### config.mk
export PLATFORM = sky130hd
export DESIGN_NAME = medevac_fsm
export DESIGN_NICKNAME = d
export VERILOG_FILES = /design/src/rtl/medevac_fsm.sv
export SDC_FILE = /design/constraint.sdc
export NUM_CORES = 1
export LEC_CHECK = 0
export ABC_AREA = 1
export CORE_AREA = 2 2 39 41
export DETAILED_ROUTE_END_ITERATION = 8
export DIE_AREA = 0 0 41 43
export MAX_ROUTING_LAYER = met4
export PLACE_DENSITY = 0.56
export SYNTH_ARGS = -nofsm -noshare
export SYNTH_HDL_FRONTEND = slang
export SYNTH_SLANG_ARGS = --single-unit
export TNS_END_PERCENT = 1
### constraint.sdc
create_clock -name clk -period 1.23 [get_ports clk]
set_input_delay 0.246 -clock clk [delete_from_list [all_inputs] [get_ports clk]]
set_output_delay 0.246 -clock clk [all_outputs]
set_load 0.005 [all_outputs]
### src/rtl/medevac_fsm.sv
// Alarm/actuation controller for the medevac monitoring unit.
// Six fault flags are reduced to warning/critical classes and tracked with an acknowledge in a Moore FSM.
module medevac_fsm (
  input  logic       clk,
  input  logic       rst,
  input  logic       ST,
  input  logic       HS,
  input  logic       OC,
  input  logic       CS,
  input  logic       IM,
  input  logic       WS,
  input  logic       ACK,
  output logic       HP,
  output logic       HV,
  output logic       OM,
  output logic       FS,
  output logic       AT,
  output logic       AL,
  output logic [1:0] state
);

  typedef enum logic [1:0] {
    NORMAL   = 2'b00,
    WARNING  = 2'b01,
    CRITICAL = 2'b10,
    ACKED    = 2'b11
  } state_t;

  state_t state_reg;
  state_t state_next;
  logic   warn;
  logic   crit;
  logic [5:0] outs_next;

  assign warn = ST | HS;
  assign crit = OC | CS | IM | WS;

  always_comb begin
    state_next = NORMAL;
    case (state_reg)
      NORMAL, WARNING: begin
        if (crit)      state_next = CRITICAL;
        else if (warn) state_next = WARNING;
        else           state_next = NORMAL;
      end
      CRITICAL: begin
        if (crit && ACK) state_next = ACKED;
        else if (crit)   state_next = CRITICAL;
        else if (warn)   state_next = WARNING;
        else             state_next = NORMAL;
      end
      ACKED: begin
        // The acknowledge stays latched for as long as any critical flag is up.
        if (crit)      state_next = ACKED;
        else if (warn) state_next = WARNING;
        else           state_next = NORMAL;
      end
      default: state_next = NORMAL;
    endcase
  end

  // Output order: {HP, HV, OM, FS, AT, AL}
  always_comb begin
    outs_next = 6'b000000;
    case (state_next)
      NORMAL:   outs_next = 6'b000000;
      WARNING:  outs_next = 6'b001110;
      CRITICAL: outs_next = 6'b111101;
      ACKED:    outs_next = 6'b111110;
      default:  outs_next = 6'b000000;
    endcase
  end

  always_ff @(posedge clk or negedge rst) begin
    if (!rst) begin
      state_reg <= NORMAL;
      {HP, HV, OM, FS, AT, AL} <= 6'b000000;
    end else begin
      state_reg <= state_next;
      {HP, HV, OM, FS, AT, AL} <= outs_next;
    end
  end

  assign state = state_reg;

endmodule

==> out/results.txt, run 1 <==
CTS buffer count -> 3
largest net degree at the start of global routing -> 6
R2R Setup Slk -> 450 ps
max layer used -> met4
Pins Over Slew Limit -> 0
GRT overflow -> 0
Resize count post-CTS -> 8
DR vias/cell -> 3.64
DR WL/cell -> 6.43 um
GRT Overall Usage -> 0.0651
final core utilization -> 0.288
Core Rows -> 14
CTS tree -> done
DRC -> 0
max_cap viols -> 0
largest stage delay on the critical path -> 390 ps
Startpoint Class -> flip-flop
Leak -> 0.176 nW
Worst path top cell family by delay -> flip-flops
Data required, critical path -> 980 ps
#FFs+latches synth -> 5
share of layout cells above drive strength 1 -> 0.143
outcome -> finished, final reports clean
Int Pwr -> 0.335 mW
final cell count without fillers -> 58
Synth area leader -> dfrtp_1
met2 WL -> 149 um
post-route cell area -> 398 sq um
GP Congestion -> 0.573
DIE AREA -> 1760 sq um
most common library cells after synthesis -> dfrtp_1 (5), nand2_1 (5), inv_1 (4)
RR Endpoint -> AL$_DFF_PN0_
initial detailed-routing violation count -> 2
Total Wirelength -> 373 um
remaining antenna violation count -> 0
clock power share -> 0.431
Skew-Pair Late Insertion Delay -> 230 ps
Post-Route Setup TNS -> 0 ps
Comb power frac -> 0.151
IO buf count -> 16
num ports -> 17
drt first pass iters -> 5
Primary FF master, synth -> dfrtp_1
pwr/cell area -> 1060 nW/um^2
top cell type's share of synthesized area -> 0.559
Antenna diodes -> 0
core area -> 1380 sq um
Setup WS post-layout -> 91.5 ps
CP Launch Point -> AT$_DFF_PN0_
Hold Crit Class -> input pin to async pin
Setup CP Type -> flip-flop to primary output
crit-path max FO -> 4
Setup crit end kind -> primary output
Placed Instance Area -> 382 sq um
cts hold-fix bufs -> 0
post-synthesis instance total -> 25
Critical R2R Launch -> AT$_DFF_PN0_
share of power burned in registers -> 0.418
Sw Pwr -> 0.0878 mW
DR vias -> 211
Sink Count -> 5
overall power -> 0.423 mW
synth top area cells -> dfrtp_1 (56%), buf_4 (10%), nand2_1 (8.4%)
Netlist cell types -> 10
Clock Skew -> 0.0768 ps
H-tree levels -> 1
RSZ-0062 raised after global routing -> false
chip height -> 43 um
Nets -> 52
Area Growth Syn to Fin -> 77.7%
final setup violation count -> 0
Final Cycle Share -> 0.926
normalized max-slew margin -> 0.863
Slowest-stage cell, CP -> dfrtp_1
Post-synth EDFFs -> 0
met3 wire length -> 86 um
Mean Syn Cell Area -> 8.96 sq um
initial antenna violation count -> 0
asr flop ratio synth -> 1.00
Mapped Nets -> 34
CP Buf/Inv Count -> 1
crit-path cells -> dlygate4sd2_1
DPL Wire Length -> 313 um
sequential area share after synthesis -> 0.559
mapped cell area -> 224 sq um
CTS Root Cell -> clkbuf_4
Sw Share -> 0.208
synth warn -> 0
placed cells -> 54
worst reg2reg path depth -> 3
Chip Width -> 41 um
Post-CTS Setup Bufs -> 0
worst hold slack -> 221 ps
Slew @ Worst Pin -> 204 ps
Peak VDD IR -> 0.000272 V
Critical Path AT -> 890 ps
vias in the first global route -> 180
global-route wire length before repair -> 648 um
min cycle time layout -> 1140 ps
Initial Utilization -> 0.162
clock slew at reported path FFs -> 40 ps
buffer depth of the longest clock path -> 2
wl on met1 -> 125 um
Setup WS pre-CTS -> 56.6 ps
Max Freq -> 0.878 GHz
final hold violation count -> 0
==> layer usage <==
layer / vias up / global-route usage
met5: - / -
met4: 0 / 0.100
met3: 2 / 0.0366
met2: 20 / 0.0688
met1: 84 / 0.0621
li1: 105 / -
==> kinds of logic (layout without fill, tap and decap cells) <==
group | count (synthesis) | in the layout | synth area share
buffers and inverters | 7 | 24 | 0.168
AOI/OAI and AO/OA | 1 | 1 | 0.0223
DFF | 5 | 5 | 0.559
and+or+nand+nor | 12 | 12 | 0.251
==> layout by cell type, fill, tap and decap left out, drive strengths merged <==
cell type and instances:
clkdlybuf4s50 8, dlygate4sd2 8, nand2 6, dfrtp 5, inv 4, clkbuf 4
nor2 4, nand3 1, nand4 1, o21ai 1
==> power by group through the flow <==
stage | logic (mW) | registers [mW] | clock network [mW]
after floorplan | 0.0223 | 0.180 | 0
after global placement | 0.0722 | 0.179 | 0
after detailed placement | 0.0727 | 0.180 | 0
after CTS | 0.0646 | 0.177 | 0.192
after global routing | 0.0739 | 0.178 | 0.205
final | 0.0638 | 0.177 | 0.182
==> final cells by class <==
type / instances / area (sq um)
multi-input combinational: 13 / 61.3
clock buffer: 4 / 26.3
fill: 157 / 986
tap: 16 / 20.0
inverter: 4 / 15.0
timing repair buffer: 16 / 150
sequential: 5 / 125
==> worst max-delay path by stage <==
stage / end / slack, ps / cells after the start
2_1_floorplan: state[0] / 460 / 1
3_3_place_gp: AT$_DFF_PN0_ / 70 / 5
3_5_place_dp: AT$_DFF_PN0_ / 60 / 5
4_1_cts: AT / 80 / 1
5_1_grt: state[0] / 30 / 1
6_report: AT / 90 / 1
Note: power is estimated with default switching activity, not from simulation.
==> run 2, diff against run 1 <==
HOLD_SLACK_MARGIN = 0.02   (was not set)
==> results of run 2 <==
Same layout as run 1: the final DEF is identical, and so are final timing and power.
